### src/rtl/alarm_ctrl_pkg.sv
// Shared clock definitions: controller state encodings and BCD wrap limits
// for the alarm hour/minute registers.
package clock_pkg;

  typedef enum logic [2:0] {
    IDLE   = 3'd0,
    SETH   = 3'd1,
    SETM   = 3'd2,
    RING   = 3'd3,
    SNOOZE = 3'd4
  } state_e;

  localparam logic [5:0] HOUR_MAX = 6'h23;
  localparam logic [6:0] MIN_MAX  = 7'h59;

endpackage

### src/rtl/alarm_ctrl_if.sv
// Button pulses, time inputs and display/buzzer outputs of the alarm controller.
// The master drives the inputs; the controller attaches through the slave modport.
interface alarm_ctrl_if;

  logic       EN1HZ;
  logic       SIG2HZ;
  logic       ALSET;
  logic       SELECT;
  logic       ADJUST;
  logic       STOP;
  logic       ARM;
  logic [5:0] CUR_HOUR;
  logic [6:0] CUR_MIN;
  logic [6:0] CUR_SEC;
  logic [5:0] AL_HOUR;
  logic [6:0] AL_MIN;
  logic       ALDISP;
  logic       HOURON;
  logic       MINON;
  logic       BUZZ;
  logic       RINGING;

  modport master (
    output EN1HZ, SIG2HZ, ALSET, SELECT, ADJUST, STOP, ARM,
           CUR_HOUR, CUR_MIN, CUR_SEC,
    input  AL_HOUR, AL_MIN, ALDISP, HOURON, MINON, BUZZ, RINGING
  );

  modport slave (
    input  EN1HZ, SIG2HZ, ALSET, SELECT, ADJUST, STOP, ARM,
           CUR_HOUR, CUR_MIN, CUR_SEC,
    output AL_HOUR, AL_MIN, ALDISP, HOURON, MINON, BUZZ, RINGING
  );

endinterface

### src/rtl/alarm_ctrl_bcd_inc.sv
// Two-digit BCD increment that wraps to zero after MAX. The ones digit is
// always 4 bits; the tens digit takes the remaining W-4 bits.
module bcd_inc #(
  parameter int           W   = 7,
  parameter logic [W-1:0] MAX = '0
) (
  input  logic [W-1:0] val_i,
  output logic [W-1:0] val_o
);

  logic [W-5:0] tens_inc;
  logic [3:0]   ones_inc;

  assign tens_inc = val_i[W-1:4] + (W-4)'(1);
  assign ones_inc = val_i[3:0] + 4'd1;

  always_comb begin
    if (val_i == MAX) begin
      val_o = '0;
    end else if (val_i[3:0] == 4'd9) begin
      val_o = {tens_inc, 4'd0};
    end else begin
      val_o = {val_i[W-1:4], ones_inc};
    end
  end

endmodule

### src/rtl/alarm_ctrl.sv
// Alarm controller: alarm-time setting from the push buttons, match against
// the running time, and ring / snooze / timeout sequencing of the buzzer.
module alarm_ctrl
  import clock_pkg::*;
#(
  parameter int RING_SEC   = 60,
  parameter int SNOOZE_SEC = 300
) (
  input logic         CLK,
  input logic         RST,
  alarm_ctrl_if.slave bus
);

  localparam int CW = $clog2(((RING_SEC > SNOOZE_SEC) ? RING_SEC : SNOOZE_SEC) + 1);
  localparam logic [CW-1:0] RING_LAST   = CW'(RING_SEC - 1);
  localparam logic [CW-1:0] SNOOZE_LAST = CW'(SNOOZE_SEC - 1);

  state_e        state_q, state_d;
  logic [5:0]    al_hour_q, al_hour_d, hour_inc;
  logic [6:0]    al_min_q, al_min_d, min_inc;
  logic [CW-1:0] cnt_q, cnt_d;
  logic          en1hz_dly_q;
  logic          match;

  bcd_inc #(.W(6), .MAX(HOUR_MAX)) u_hour_inc (.val_i(al_hour_q), .val_o(hour_inc));
  bcd_inc #(.W(7), .MAX(MIN_MAX))  u_min_inc  (.val_i(al_min_q),  .val_o(min_inc));

  // Time counters advance on EN1HZ, so compare one cycle later when they have settled.
  assign match = en1hz_dly_q & bus.ARM
               & (bus.CUR_HOUR == al_hour_q)
               & (bus.CUR_MIN  == al_min_q)
               & (bus.CUR_SEC  == 7'h00);

  // NOTE: sequential state uses non-blocking (<=) so every register samples
  // pre-edge values; blocking here would create order-dependent races.
  always_ff @(posedge CLK) begin
    if (RST) begin
      state_q     <= IDLE;
      al_hour_q   <= 6'h07;
      al_min_q    <= 7'h00;
      cnt_q       <= '0;
      en1hz_dly_q <= 1'b0;
    end else begin
      state_q     <= state_d;
      al_hour_q   <= al_hour_d;
      al_min_q    <= al_min_d;
      cnt_q       <= cnt_d;
      en1hz_dly_q <= bus.EN1HZ;
    end
  end

  // NOTE: every variable gets a default before the case so no path leaves
  // one unassigned, which would otherwise infer a latch.
  always_comb begin
    state_d   = state_q;
    al_hour_d = al_hour_q;
    al_min_d  = al_min_q;
    cnt_d     = cnt_q;

    case (state_q)
      IDLE: begin
        if (bus.ALSET) begin
          state_d = SETH;
        end else if (match) begin
          state_d = RING;
          cnt_d   = '0;
        end
      end

      SETH: begin
        if (bus.ADJUST) al_hour_d = hour_inc;
        if (bus.ALSET)       state_d = IDLE;
        else if (bus.SELECT) state_d = SETM;
      end

      SETM: begin
        if (bus.ADJUST) al_min_d = min_inc;
        if (bus.ALSET)       state_d = IDLE;
        else if (bus.SELECT) state_d = SETH;
      end

      RING: begin
        if (bus.STOP || !bus.ARM) begin
          state_d = IDLE;
        end else if (bus.SELECT) begin
          state_d = SNOOZE;
          cnt_d   = '0;
        end else if (bus.EN1HZ) begin
          if (cnt_q == RING_LAST) state_d = IDLE;
          else                    cnt_d   = cnt_q + CW'(1);
        end
      end

      SNOOZE: begin
        if (bus.STOP || !bus.ARM) begin
          state_d = IDLE;
        end else if (bus.EN1HZ) begin
          if (cnt_q == SNOOZE_LAST) begin
            state_d = RING;
            cnt_d   = '0;
          end else begin
            cnt_d = cnt_q + CW'(1);
          end
        end
      end

      default: state_d = IDLE;
    endcase
  end

  assign bus.AL_HOUR = al_hour_q;
  assign bus.AL_MIN  = al_min_q;
  assign bus.ALDISP  = (state_q == SETH) | (state_q == SETM);
  assign bus.HOURON  = ~((state_q == SETH) & bus.SIG2HZ);
  assign bus.MINON   = ~((state_q == SETM) & bus.SIG2HZ);
  assign bus.BUZZ    = (state_q == RING) & bus.SIG2HZ;
  assign bus.RINGING = (state_q == RING) | (state_q == SNOOZE);

endmodule

### src/flat_wrapper.sv
// flat-port wrapper written by rule: the top's interface ports become plain ports
module alarm_ctrl_flat import clock_pkg::*;
#(
  parameter int RING_SEC   = 60,
  parameter int SNOOZE_SEC = 300
)
  (CLK, RST, bus_EN1HZ, bus_SIG2HZ, bus_ALSET, bus_SELECT, bus_ADJUST, bus_STOP, bus_ARM, bus_CUR_HOUR, bus_CUR_MIN, bus_CUR_SEC, bus_AL_HOUR, bus_AL_MIN, bus_ALDISP, bus_HOURON, bus_MINON, bus_BUZZ, bus_RINGING);
  alarm_ctrl_if bus_i ();
  input logic CLK;
  input logic RST;
  input wire logic [$bits(bus_i.EN1HZ)-1:0] bus_EN1HZ;
  input wire logic [$bits(bus_i.SIG2HZ)-1:0] bus_SIG2HZ;
  input wire logic [$bits(bus_i.ALSET)-1:0] bus_ALSET;
  input wire logic [$bits(bus_i.SELECT)-1:0] bus_SELECT;
  input wire logic [$bits(bus_i.ADJUST)-1:0] bus_ADJUST;
  input wire logic [$bits(bus_i.STOP)-1:0] bus_STOP;
  input wire logic [$bits(bus_i.ARM)-1:0] bus_ARM;
  input wire logic [$bits(bus_i.CUR_HOUR)-1:0] bus_CUR_HOUR;
  input wire logic [$bits(bus_i.CUR_MIN)-1:0] bus_CUR_MIN;
  input wire logic [$bits(bus_i.CUR_SEC)-1:0] bus_CUR_SEC;
  output wire logic [$bits(bus_i.AL_HOUR)-1:0] bus_AL_HOUR;
  output wire logic [$bits(bus_i.AL_MIN)-1:0] bus_AL_MIN;
  output wire logic [$bits(bus_i.ALDISP)-1:0] bus_ALDISP;
  output wire logic [$bits(bus_i.HOURON)-1:0] bus_HOURON;
  output wire logic [$bits(bus_i.MINON)-1:0] bus_MINON;
  output wire logic [$bits(bus_i.BUZZ)-1:0] bus_BUZZ;
  output wire logic [$bits(bus_i.RINGING)-1:0] bus_RINGING;
  assign bus_i.EN1HZ = bus_EN1HZ;
  assign bus_i.SIG2HZ = bus_SIG2HZ;
  assign bus_i.ALSET = bus_ALSET;
  assign bus_i.SELECT = bus_SELECT;
  assign bus_i.ADJUST = bus_ADJUST;
  assign bus_i.STOP = bus_STOP;
  assign bus_i.ARM = bus_ARM;
  assign bus_i.CUR_HOUR = bus_CUR_HOUR;
  assign bus_i.CUR_MIN = bus_CUR_MIN;
  assign bus_i.CUR_SEC = bus_CUR_SEC;
  assign bus_AL_HOUR = bus_i.AL_HOUR;
  assign bus_AL_MIN = bus_i.AL_MIN;
  assign bus_ALDISP = bus_i.ALDISP;
  assign bus_HOURON = bus_i.HOURON;
  assign bus_MINON = bus_i.MINON;
  assign bus_BUZZ = bus_i.BUZZ;
  assign bus_RINGING = bus_i.RINGING;
  alarm_ctrl #(.RING_SEC(RING_SEC), .SNOOZE_SEC(SNOOZE_SEC)) u_core (.CLK(CLK), .RST(RST), .bus(bus_i));
endmodule
### config.mk
export PLATFORM = sky130hd
export DESIGN_NAME = alarm_ctrl_flat
export DESIGN_NICKNAME = d
export VERILOG_FILES = /design/src/rtl/alarm_ctrl_pkg.sv /design/src/rtl/alarm_ctrl_if.sv /design/src/rtl/alarm_ctrl_bcd_inc.sv /design/src/rtl/alarm_ctrl.sv /design/src/flat_wrapper.sv
export SDC_FILE = /design/constraint.sdc
export NUM_CORES = 1
export LEC_CHECK = 0
export ABC_CLOCK_PERIOD_IN_PS = 2000
export CAP_MARGIN = 0
export CORE_ASPECT_RATIO = 0.9
export CORE_MARGIN = 5
export CORE_UTILIZATION = 45
export CTS_BUF_LIST = sky130_fd_sc_hd__clkbuf_8 sky130_fd_sc_hd__clkbuf_16
export CTS_CLUSTER_SIZE = 8
export DETAILED_ROUTE_END_ITERATION = 7
export PLACE_DENSITY = 0.82
export SKIP_LAST_GASP = 1
export SYNTH_ARGS = -nofsm -noshare
export SYNTH_HDL_FRONTEND = slang
export SYNTH_HIERARCHICAL = 1
export SYNTH_SLANG_ARGS = --single-unit
### constraint.sdc
create_clock -name CLK -period 2 [get_ports CLK]
set_input_delay 0.4 -clock CLK [delete_from_list [all_inputs] [get_ports CLK]]
set_output_delay 0.4 -clock CLK [all_outputs]
set_load 0.01 [all_outputs]
==> metrics, run 1 <==
clock buffer count from CTS 3; crit-path max FO 4; Routability Congestion approximately 0.83; vias in the first global route approximately 2.0k; final hold vios 0; Most used DFF post-synth dfxtp_1; ANT nets after route 0; mapped cell area 1930 um^2; synthesized area per cell ~7.9 um^2; Synth Warn # 6; biggest area consumer among synthesized cells dfxtp_1; clk root buf clkbuf_8; LEAKAGE 1.20 nW; CP arrival roughly 2300 ps; CP Buf/Inv Count 0; WS Path Type register to register; Synth Register Bits 26; clock sink count 26; Final min period 2160 ps; First-pass DRT Iterations 4; Layout area overhead 45.1%; first-pass GRT wire length between 8000 and 9000 um; site row count 22; Worst Hold End u_core/cnt_q[1]; slowest CP cell or4b_4; Pwr Density 478 nW/um^2; CP max stage delay ~560 ps; CP startpoint kind register; cell family with the largest share of critical-path delay simple AND/OR/NAND/NOR gates; clk_lat worst skew 280 ps; Synth cell types 56; TritonCTS clock tree yes; per-cell routed wire length approximately 15 um; design area approximately 2800 um^2; CP endpoint kind register; part of the Yosys area used for sequential elements between 20% and 30%; # nets final roughly 360; Async SR Flop Fraction 0%; FMAX between 400 and 500 MHz; Syn Inst Count around 240; layout cells sized above 1 20.9%; largest net degree at the start of global routing 21; DIE WIDTH 79.0 um; DRC errors left 0; Pins Over Slew Limit 0; syn nets between 200 and 300; slew margin rel. 75.9%; failing checks setup timing; WL final between 5000 and 6000 um; Ports between 40 and 50; initial antenna violation count 0; placed wire-length estimate about 4000 um; clk slew on worst S/H paths around 90 ps; fin crit share 108%; RSZ-0062 raised after global routing true; CTS Buffer Depth 2; Peak VDD IR ~0.00031 V; Post-synth EDFFs 0; Finished Core Util about two thirds; top cells by area, synth dfxtp_1 (27%), xor2_1 (5.9%), nor2_1 (5.3%), ha_1 (5.2%), nand2_1 (5.1%); Hold Crit Start u_core/cnt_q[1]; most frequent cell after synthesis nor2_1; port bufs 46; Worst Path Required between 2000 and 2500 ps; Synth top area share around 27%; worst reg-to-reg setup slack -160 ps; r2r startpoint u_core/cnt_q[7]; core area approximately 4100 um^2; endpoints failing setup 2; CP Cell Sequence or4b_4, or3_1, a32o_2, a211o_1, a211oi_1; fin cells ~370; antenna cells 0; DR iter-0 viols ~140; Setup TNS -232 ps; clk_skew around 3.3 ps; synth cell count leaders nor2_1 (27), dfxtp_1 (26), nand2_1 (26); Avg Vias per Cell approximately 5.5; die area 5690 um^2; max_cap viols 0; Worst Hold Depth 2; gr ovfl total 0; Post-DP Area around 2600 um^2; via count a little over 2k; worst min path class register to register; slew at the pin closest to its max-slew limit about 350 ps; Die Y-Extent around 72 um; cell count after placement 361; H-tree depth 1; gr usage total between 10% and 20%; starting density of the core 47.0%; Worst R2R End u_core/state_q[0]; final worst slack -156 ps; FF-to-FF path depth 5; hold_ws between 500 and 600 ps; status finished with violations
## worst reg2reg max path, cell delays in order, from the launching register on
cell	delay [ps]
dfxtp_1	320
or4b_4	560
or3_1	330
a32o_2	260
a211o_1	310
a211oi_1	280
## registers in the layout, indices dropped and copies added, names as in the netlist
register            flops
u_core/cnt_q            9
u_core/bus.AL_MIN       7
u_core/bus.AL_HOUR      6
u_core/state_q          3
u_core/en1hz_dly_q      1
## report_power, final
group | total, mW | internal (mW) | switching [mW]
sequential | 0.565 | 0.537 | 0.0283
clock | 0.349 | 0.176 | 0.172
combinational | 0.423 | 0.221 | 0.202
## layout by cell type (no fill, tap or decap), drive strengths merged, types with 5 or more instances in the layout
cell and count:
buf 36, clkdlybuf4s50 35, nor2 27, nand2 26, dfxtp 26, a21oi 14
nand3 13, xor2 13, inv 10, o21ai 9, mux2i 8, nand2b 8
nand3b 8, ha 8, dlymetal6s2s 6, dlygate4sd2 5, nor4 5
## timing repair
action,4_1_cts,5_1_grt
buffers inserted,0,2
pin swaps,7,1
gates cloned,1,0
resized for setup,17,14
endpoints found under the setup margin,16,14
hold buffers,0,0
## kinds of logic (layout without fill, tap and decap cells)
group                      Yosys count  after routing  synth area share (%)
DFF                                 26             26                  27.0
and+or+nand+nor                    115            115                  32.1
AOI/OAI and AO/OA                   49             49                  17.5
xor gates and xnor gates            16             16                  7.27
muxes                               10             10                  5.52
buffers and inverters               20             96                  5.39
adders and majority gates            8              8                  5.20
## per-layer routing
metal  vias up  global-route usage, %  routed length (um)
met4         0                   5.15                  76
met3         8                   3.35                 257
met1       939                   24.0                2520
met2        62                   31.9                2550
li1       1023                      -                   -
met5         -                      0                   0
## stage by stage
step                worst slack, ps  total power, mW
floorplan                     -31.9            0.777
global route                   -232             1.39
finish                         -156             1.34
global placement               -402            0.955
detailed placement             -489            0.964
CTS                            -130             1.32
## cell type report
type / instances / area (um^2)
clock buffer: 4 / 55.1
sequential: 26 / 531
fill: 327 / 1310
multi-input combinational: 198 / 1380
inverter: 10 / 37.5
timing repair buffer: 82 / 737
tap: 48 / 60.1
## how the worst max path moves through the flow
| stage | startpoint | depth (start not counted) | to |
|---|---|---|---|
| after detailed placement | bus_CUR_SEC[1] | 7 | u_core/cnt_q[1] |
| after global placement | bus_CUR_SEC[1] | 6 | u_core/state_q[1] |
| final | u_core/cnt_q[7] | 5 | u_core/state_q[0] |
| after global routing | u_core/cnt_q[7] | 5 | u_core/state_q[0] |
| after floorplan | u_core/cnt_q[7] | 5 | u_core/state_q[1] |
| after CTS | u_core/cnt_q[7] | 5 | u_core/state_q[1] |
Power figures use the tool's default switching activity.
==> run 2: changes to the inputs <==
- SLEW_MARGIN: unset -> 10
==> results of run 2 <==
The final DEF is identical to that of run 1; final timing and power are the same.
==> run 3: changes to the inputs <==
- MAX_ROUTING_LAYER: unset -> met4
==> run 3 against run 2 <==
Compared with the run above: the flow still finishes with violations (setup timing); worst hold slack barely moved; largest power group unchanged; core utilization grew 0.37 points; setup slack better by 3.1 ps; fmax increased by 0.15%.
==> metrics, run 3 (same netlist as run 1, synthesis figures left out) <==
status finished with violations (unchanged); failing checks setup timing (unchanged); Worst Hold Depth 2 (unchanged); hold_ws 506 ps (was 505 ps); CTS Buffer Depth 2 (unchanged); endpoints failing setup 2 (unchanged); FF-to-FF path depth 5 (unchanged); cell count after placement 361 (unchanged); Biggest register u_core/cnt_q (unchanged); per-cell routed wire length 14.6 um (was 14.7 um); antenna cells 0 (unchanged); max reg flops 9 (unchanged); LEAKAGE 1.24 nW (was 1.20 nW); # nets final 359 (was 358); DR iter-0 viols 96 (was 138); clk slew on worst S/H paths 90 ps (about the same); WS Path Type register to register (unchanged); layout cells sized above 1 20.9% (about the same); RSZ-0062 raised after global routing true (unchanged); port bufs 46 (unchanged); TritonCTS clock tree yes (unchanged); fin crit share 108% (about the same); clk_skew 3.10 ps (was 3.26 ps); max_cap viols 0 (unchanged); site row count 22 (unchanged); clk root buf clkbuf_8 (unchanged); slew margin rel. 75.7% (was 75.9%); worst min path class register to register (unchanged); clk_lat worst skew 270 ps (was 280 ps); most frequent cells in the layout buf_4 (35), clkdlybuf4s50_1 (34), nand2_1 (25), nor2_1 (25), dfxtp_1 (22) (was clkdlybuf4s50_1 (35), buf_4 (35), nand2_1 (25), nor2_1 (25), dfxtp_1 (22)); core area 4100 um^2 (unchanged); crit-path max FO 4 (unchanged); Hold Crit Start u_core/cnt_q[1] (unchanged); slew at the pin closest to its max-slew limit 356 ps (was 352 ps); WL final 5380 um (was 5400 um); largest net degree at the start of global routing 21 (unchanged); final worst slack -153 ps (was -156 ps); Worst Path Required 2180 ps (about the same); CP startpoint kind register (unchanged); DIE WIDTH 79.0 um (unchanged); Pins Over Slew Limit 0 (unchanged); FMAX 465 MHz (was 464 MHz); Layout area overhead 45.9% (was 45.1%); clock sink count 26 (unchanged); Final min period 2150 ps (was 2160 ps); Pwr Density 477 nW/um^2 (was 478 nW/um^2); fill count 321 (was 327); CP endpoint kind register (unchanged); multi-input logic area 1380 um^2 (unchanged); Die Y-Extent 72.1 um (unchanged); CP max stage delay 560 ps (about the same); starting density of the core 47.0% (unchanged); First-pass DRT Iterations 5 (was 4); H-tree depth 1 (unchanged); ANT nets after route 0 (unchanged); Ports 47 (unchanged); Power Total 1.34 mW (about the same); gr ovfl total 0 (unchanged); commonest non-fill, non-tap cell in the layout buf_4; CP arrival 2330 ps (about the same); placed wire-length estimate 3990 um (unchanged); initial antenna violation count 0 (unchanged); CP Cell Sequence or4b_4, or3_1, a32o_2, a211o_1, a211oi_1 (unchanged); worst setup path start u_core/cnt_q[7] (unchanged); first-pass GRT wire length 8710 um (was 8690 um); die area 5690 um^2 (unchanged); final hold vios 0 (unchanged); Peak VDD IR 0.000314 V (was 0.000312 V); Avg Vias per Cell 5.45 (was 5.52); fin cells 369 (was 368); via count 2010 (was 2032); Routability Congestion 0.845 (was 0.832); r2r startpoint u_core/cnt_q[7] (unchanged); register area 531 um^2 (unchanged); gr usage total 19.2% (was 18.6%); vias in the first global route 1951 (was 1956); slowest CP cell or4b_4 (unchanged); clock buffer count from CTS 3 (unchanged); DRC errors left 0 (unchanged)
-- run 3: cell types whose count changed in the layout (fill, tap and decap cells not counted) --
cell / delta
clkdlybuf4s50_1: -1
dlymetal6s2s_1: +2
-- run 3: final timing paths --
| kind | slack [ps] | end |
|---|---|---|
| max | -150 | u_core/state_q[0] |
| min | 510 | u_core/cnt_q[1] |
| max reg2reg | -150 | u_core/state_q[0] |
| min reg2reg | 510 | u_core/cnt_q[1] |
-- run 3: metal layers --
layer	routed length [um]	up-vias	global-route usage, %
met5	0	-	-
met4	65	0	5.15
met3	295	6	3.35
met2	2600	62	31.9
met1	2410	913	24.1
li1	-	1029	-
-- run 3: per-stage QoR --
stage | instance area (um^2) | setup WS [ps] | setup TNS (ps) | util, %
finish | 2810 | -153 | -231 | 68.5
global route | 2810 | -232 | -963 | 68.5
CTS | 2740 | -130 | -238 | 66.7
detailed placement | 2640 | -489 | -5000 | 64.4
global placement | 2640 | -402 | -4120 | 64.4
floorplan | 1940 | -31.9 | -31.9 | -
-- run 3: final cells by class --
type | instances | area share (%)
Clock buffer | 4 | 1.96
Timing Repair Buffer | 83 | 26.7
Multi-Input combinational cell | 198 | 49.0
Tap cell | 48 | 2.14
Inverter | 10 | 1.34
Sequential cell | 26 | 18.9
-- run 3: repair_timing --
action	CTS	global route
resized for setup	17	15
endpoints found under the setup margin	16	14
pin swaps	7	1
hold buffers	0	0
gates cloned	1	0
setup buffers	0	3
-- run 3: power by group --
part | internal, mW | total, mW | switching [mW]
clock | 0.176 | 0.349 | 0.172
combinational | 0.225 | 0.430 | 0.204
sequential | 0.537 | 0.562 | 0.0257
-- run 3: worst max-delay path: cells and delay by family, from the launching register on --
kind            cells  cell delay (ps)
simple gates        2              890
compound gates      3              840
flops               1              320
